`src/rtl/mux_nto1_reg.sv`:
```
// mux_nto1_reg: N:1, W-bit registered multiplexer with valid/ready streams.
// Ports:
//   clk        rising-edge clock
//   rst        asynchronous reset, active-high
//   in_data    N packed channels; channel i at [i*W +: W]
//   in_valid   per-channel valid
//   in_ready   per-channel ready (combinational, at most one bit high)
//   sel        fixed-mode channel select (ignored when MODE = 1)
//   out_data   registered output data
//   out_valid  registered output valid
//   out_ready  consumer ready
//   out_sel    source channel of the current out_data
// MODE 0 forwards the channel picked by sel; MODE 1 round-robins over the
// valid channels, starting the search at the channel after the last winner.
module mux_nto1_reg #(
    parameter  int unsigned N    = 4,
    parameter  int unsigned W    = 8,
    parameter  int unsigned MODE = 0,
    localparam int unsigned SW   = $clog2(N)
) (
    input  logic             clk,
    input  logic             rst,
    input  logic [N*W-1:0]   in_data,
    input  logic [N-1:0]     in_valid,
    output logic [N-1:0]     in_ready,
    input  logic [SW-1:0]    sel,
    output logic [W-1:0]     out_data,
    output logic             out_valid,
    input  logic             out_ready,
    output logic [SW-1:0]    out_sel
);

    logic          load;
    logic          grant_vld;
    logic [SW-1:0] grant_idx;
    logic [W-1:0]  grant_data;
    logic [SW-1:0] ptr;
    logic [W-1:0]  ch_data [N];

    // Unpack the flat input bus into one word per channel.
    for (genvar g = 0; g < N; g++) begin : g_unpack
        assign ch_data[g] = in_data[g*W +: W];
    end

    // Output register is free, or is being drained this cycle.
    assign load = !out_valid || out_ready;

    // Grant selection; sel values >= N never match any channel.
    always_comb begin : grant_logic
        grant_vld  = 1'b0;
        grant_idx  = '0;
        grant_data = '0;
        if (MODE == 0) begin
            for (int unsigned i = 0; i < N; i++) begin
                if (sel == SW'(i) && in_valid[SW'(i)]) begin
                    grant_vld  = 1'b1;
                    grant_idx  = SW'(i);
                    grant_data = ch_data[SW'(i)];
                end
            end
        end else begin
            // Search ptr..N-1 first, then wrap around to 0..ptr-1.
            for (int unsigned i = 0; i < N; i++) begin
                if (!grant_vld && in_valid[SW'(i)] && SW'(i) >= ptr) begin
                    grant_vld  = 1'b1;
                    grant_idx  = SW'(i);
                    grant_data = ch_data[SW'(i)];
                end
            end
            for (int unsigned i = 0; i < N; i++) begin
                if (!grant_vld && in_valid[SW'(i)] && SW'(i) < ptr) begin
                    grant_vld  = 1'b1;
                    grant_idx  = SW'(i);
                    grant_data = ch_data[SW'(i)];
                end
            end
        end
    end

    // Fixed mode offers ready on sel even without valid; round-robin only on the winner.
    always_comb begin : ready_logic
        in_ready = '0;
        for (int unsigned i = 0; i < N; i++) begin
            if (MODE == 0) begin
                in_ready[SW'(i)] = load && (sel == SW'(i));
            end else begin
                in_ready[SW'(i)] = load && grant_vld && (grant_idx == SW'(i));
            end
        end
    end

    // Output register and round-robin pointer; both hold while stalled.
    always_ff @(posedge clk or posedge rst) begin : out_reg
        if (rst) begin
            out_valid <= 1'b0;
            out_data  <= '0;
            out_sel   <= '0;
            ptr       <= '0;
        end else if (load) begin
            if (grant_vld) begin
                out_valid <= 1'b1;
                out_data  <= grant_data;
                out_sel   <= grant_idx;
                if (MODE != 0) begin
                    ptr <= (grant_idx == SW'(N-1)) ? '0 : grant_idx + SW'(1);
                end
            end else begin
                out_valid <= 1'b0;
            end
        end
    end

endmodule
```
`config.mk`:
```
export PLATFORM = sky130hd
export DESIGN_NAME = mux_nto1_reg
export DESIGN_NICKNAME = d
export VERILOG_FILES = /design/src/rtl/mux_nto1_reg.sv
export SDC_FILE = /design/constraint.sdc
export NUM_CORES = 1
export LEC_CHECK = 0
export CORE_MARGIN = 4
export CORE_UTILIZATION = 35
export CTS_CLUSTER_DIAMETER = 50
export DETAILED_ROUTE_END_ITERATION = 6
export GPL_ROUTABILITY_DRIVEN = 1
export PLACE_DENSITY = 0.78
export SYNTH_ARGS = -nofsm -noshare
export SYNTH_HDL_FRONTEND = slang
export SYNTH_SLANG_ARGS = --single-unit
```
`constraint.sdc`:
```
create_clock -name clk -period 1.7 [get_ports clk]
set_input_delay 0.34 -clock clk [delete_from_list [all_inputs] [get_ports clk]]
set_output_delay 0.34 -clock clk [all_outputs]
set_load 0.1 [all_outputs]
```
**Word-level counts from Yosys, hierarchy flattened**

Cells that the tools add are included.

- Mux-type cells: 12
- Reduce and logical (&&, ||, !) cells: 12
- Eq/ne operators: 3

Operator list:

| kind | number |
|---|---|
| $mux 8 | 4 |
| $logic_and 1x1->1 | 8 |
| $mux 1 | 6 |
| $eq 2x2->1 const B | 2 |
| $mux 2 | 2 |
| $eq 2x1->1 const B | 1 |
| $logic_not 2->1 | 1 |
| $reduce_and 2->1 | 1 |
| $logic_not 1->1 | 1 |
| $logic_or 1x1->1 | 1 |

- Logic and storage cells: 30
- Bits in registers: 11

**Logic depth before layout (Yosys ltp)**

- Depth in word-level cells: 7
- Depth in mapped cells: 6

**Worst setup path after synthesis**

OpenSTA, ideal clock, no wires.

- Path type: reg2out
- From: register out_valid
- To: output in_ready[0]
- Data required time: 1.360 ns
- Cell stages (with the launch flop): 3
- Arrival: 3.079 ns
- Setup slack: -1.719 ns
- Path through: dfrtp_1 -> nor2b_1 -> nor3_1

- Longest elaborated chain between the ends: 3

Ends and longest elaborated chain:

| what | line | text |
|---|---|---|
| start: declaration | 28 | `output logic out_valid,` |
| start signal: assignment | 95 | `out_valid <= 1'b0;` |
| start signal: assignment | 101 | `out_valid <= 1'b1;` |
| start signal: assignment | 108 | `out_valid <= 1'b0;` |
| $logic_not 1->1 | 46 | `assign load = !out_valid \|\| out_ready;` |
| $logic_or 1x1->1 | 46 |  |
| $logic_and 1x1->1 | 85 | `in_ready[SW'(i)] = load && (sel == SW'(i));` |
| end: declaration | 25 | `output logic [N-1:0] in_ready,` |

Every way passes these cells.

**Worst setup path in the final report**

Ends and elaborated chain as after synthesis.

==> impl_results.md <==
* Status: finished, final reports clean
* EDFF count, synth at 0
* WP buf/inv at 1
* Leak at 0.797 nW
* Distinct cells, synth at 22
* #FFs+latches synth at 11
* Initial Utilization at 37.5%
* Hold crit path type: in2async
* Least-Margin Pin Slew at 0.362 ns
* Clk_lat worst skew at ~0.25 ns
* Crit path from: out_valid
* Slowest stage delay, CP at 0.50 ns
* Crit-path slowest cell: dfrtp_4
* Most used DFF post-synth: dfrtp_1
* Sequential cell area fraction in the yosys report at 32.2%
* Die H at 57.4 um
* Asr flop ratio synth at 100%
* Final setup viols at 0
* Core Region at 2280 um^2
* Antenna cells at 0
* Worst EP required at 1.36 ns
* Worst Skew at 0.00103 ns
* Root Buffer: clkbuf_4
* Max FO, Critical Path at 3
* Final Util at 77.5%
* Critical Path AT at between 1 and 1.5 ns
* Final ANT Viol Nets at 0
* Tot Pwr at about 1.5 mW
* Synth area leader: dfrtp_1
* Die area at 3300 um^2
* Fin crit period at 1.67 ns
* HPWL after detailed placement at 2500 um
* Final worst path period share at 98.5%
* Synth Area per Inst at 8.63 um^2
* Vias at 1001
* Final hold vios at 0
* Total GRT Usage at a little under a fifth
* Placer Congestion at just over 0.8
* Peak supply drop at 0.782 mV
* Yosys top cell area share at 32.2%
* PD cells at approximately 860 nW/um^2
* Hold_ws at 0.357 ns
* Post-DR wirelength/cell at 14.9 um
* Most common cell in the synthesized netlist: nand3_1
* Final nets at ~210
* Yosys warns at 0
* Rel. slew slack at 75.8%
* Area grow syn2layout at 106%
* Syn Inst Count at 99
* Number of hold buffers added after CTS at 0
* CTS H-tree depth at 1
* Synth top cells by count: 21 x nand3_1, 18 x nand2_1, 11 x dfrtp_1
* Synth Cell Area at 855 um^2
* Die width at 57.4 um
* CP Capture Type: output port
* Syn Nets at 140
* GR Overflow Total at 0
* Worst path cell trace: nor2b_4 > nor3_4 > buf_12
* Total Wirelength at approximately 2900 um
* Clock Sinks at 11
* Inserted Clock Buffers at 3
* Vias/cell at 5.13
* Crit Path Class: reg2out
* Initial antenna violation count at 0
* First-pass GRT wire length at around 4700 um
* Row cnt at 17
* Fmax at 597 MHz
* CTS tree: yes
* Worst setup SP type: flop
* Top cell family by delay on the critical path: flip-flops
* CTS clk-pin slew, worst paths at 0.06 ns
* Max-slew violation count at 0
* Ports at 56
* Vias in the first global route at 1008
* Synth top area cells: dfrtp_1 32%, mux2_4 14%, nand3_1 12%, nand2_1 7.9%, o22a_1 6.1%
* R2R Setup Slk at 0.17 ns
* Max-Cap Viols at 0
* Clock Tree Buf Depth at 2
* DRC Markers at 0
* Drt pass-1 iters at 4
* RSZ-0062 raised after global routing: true
* IO buf count at 55
* Largest net degree at the start of global routing at 12
* R2r startpoint: out_valid
* First DRT Iteration DRCs at 27
* Layout cell share with drive strength beyond 1 at 32.9%
==> flip-flops by register name, indices dropped and copies added (netlist names) <==
signal     flops
out_valid      1
out_data       8
out_sel        2
==> timing repair <==
action,CTS,global route
buffers inserted,1,1
pin swaps,0,1
endpoints found under the setup margin,12,5
gates resized for setup,6,1
cloned,1,0
==> area by class of cell <==
cell class / count / area (um^2)
fillers: 159 / 513
multi-input cells: 76 / 566
clock buffers: 4 / 26.3
inverters: 3 / 11.3
well taps: 28 / 35.0
flip-flops and latches: 11 / 279
repair buffers: 73 / 846
==> per-layer routing <==
layer  share of wire [%]  global-route usage [%]
met1                  40                    21.7
met2                  52                    32.7
met3                 6.8                    3.85
met4                0.65                    5.30
met5                   0                       0
==> report_power, final <==
group	internal (mW)	total [mW]	leakage [nW]	switching, mW
clock network	0.0897	0.154	0.0150	0.0638
logic	0.427	0.997	0.644	0.571
registers	0.314	0.374	0.138	0.0597
total	0.830	1.52	0.797	0.694
==> kinds of logic after synthesis <==
logic type	Yosys count	synth area share [%]
flip-flops	11	32.2
buffers and inverters	12	8.64
AND/OR/NAND/NOR	52	29.9
multiplexers	11	17.7
AO/OA/AOI/OAI	13	11.6
==> layout by cell type (no fill, tap or decap), types with 2 or more instances in the layout <==
cell / instances
clkdlybuf4s50_1: 37
nand3_1: 21
nand2_1: 17
buf_12: 16
buf_4: 15
dfrtp_1: 10
mux2_4: 8
o22a_1: 6
inv_1: 3
clkbuf_4: 3
dlygate4sd2_1: 3
and4_1: 2
a31oi_1: 2
o211ai_1: 2
mux2i_1: 2
nor2b_4: 2
nor2_4: 2
nor3_4: 2
o21ai_0: 2
==> stage by stage <==
step	setup slack (ns)	area [um^2]	cells	TNS [ns]
after floorplan	-0.232	903	99	-0.511
after detailed placement	-0.450	1700	188	-4.39
after global routing	-0.0408	1760	195	-0.0408
final	0.0259	1760	195	0
after global placement	-0.382	1700	188	-3.73
after CTS	0.0270	1750	194	0
==> worst paths after layout <==
check | to | depth (start not counted)
max | in_ready[0] | 3
min | out_data[2] | 2
min in group clk | out_sel[0] | 1
min reg2reg | out_sel[0] | 1
max reg2reg | out_data[6] | 5
max in group asynchronous | out_valid | 2
==> worst register-to-register path, stage by stage, from the launching register on <==
cell	delay [ns]
dfrtp_4	0.50
nor2b_4	0.17
nor3_2	0.22
nor2b_4	0.07
buf_12	0.15
mux2_4	0.30
Note: power is estimated with default switching activity, not from simulation.
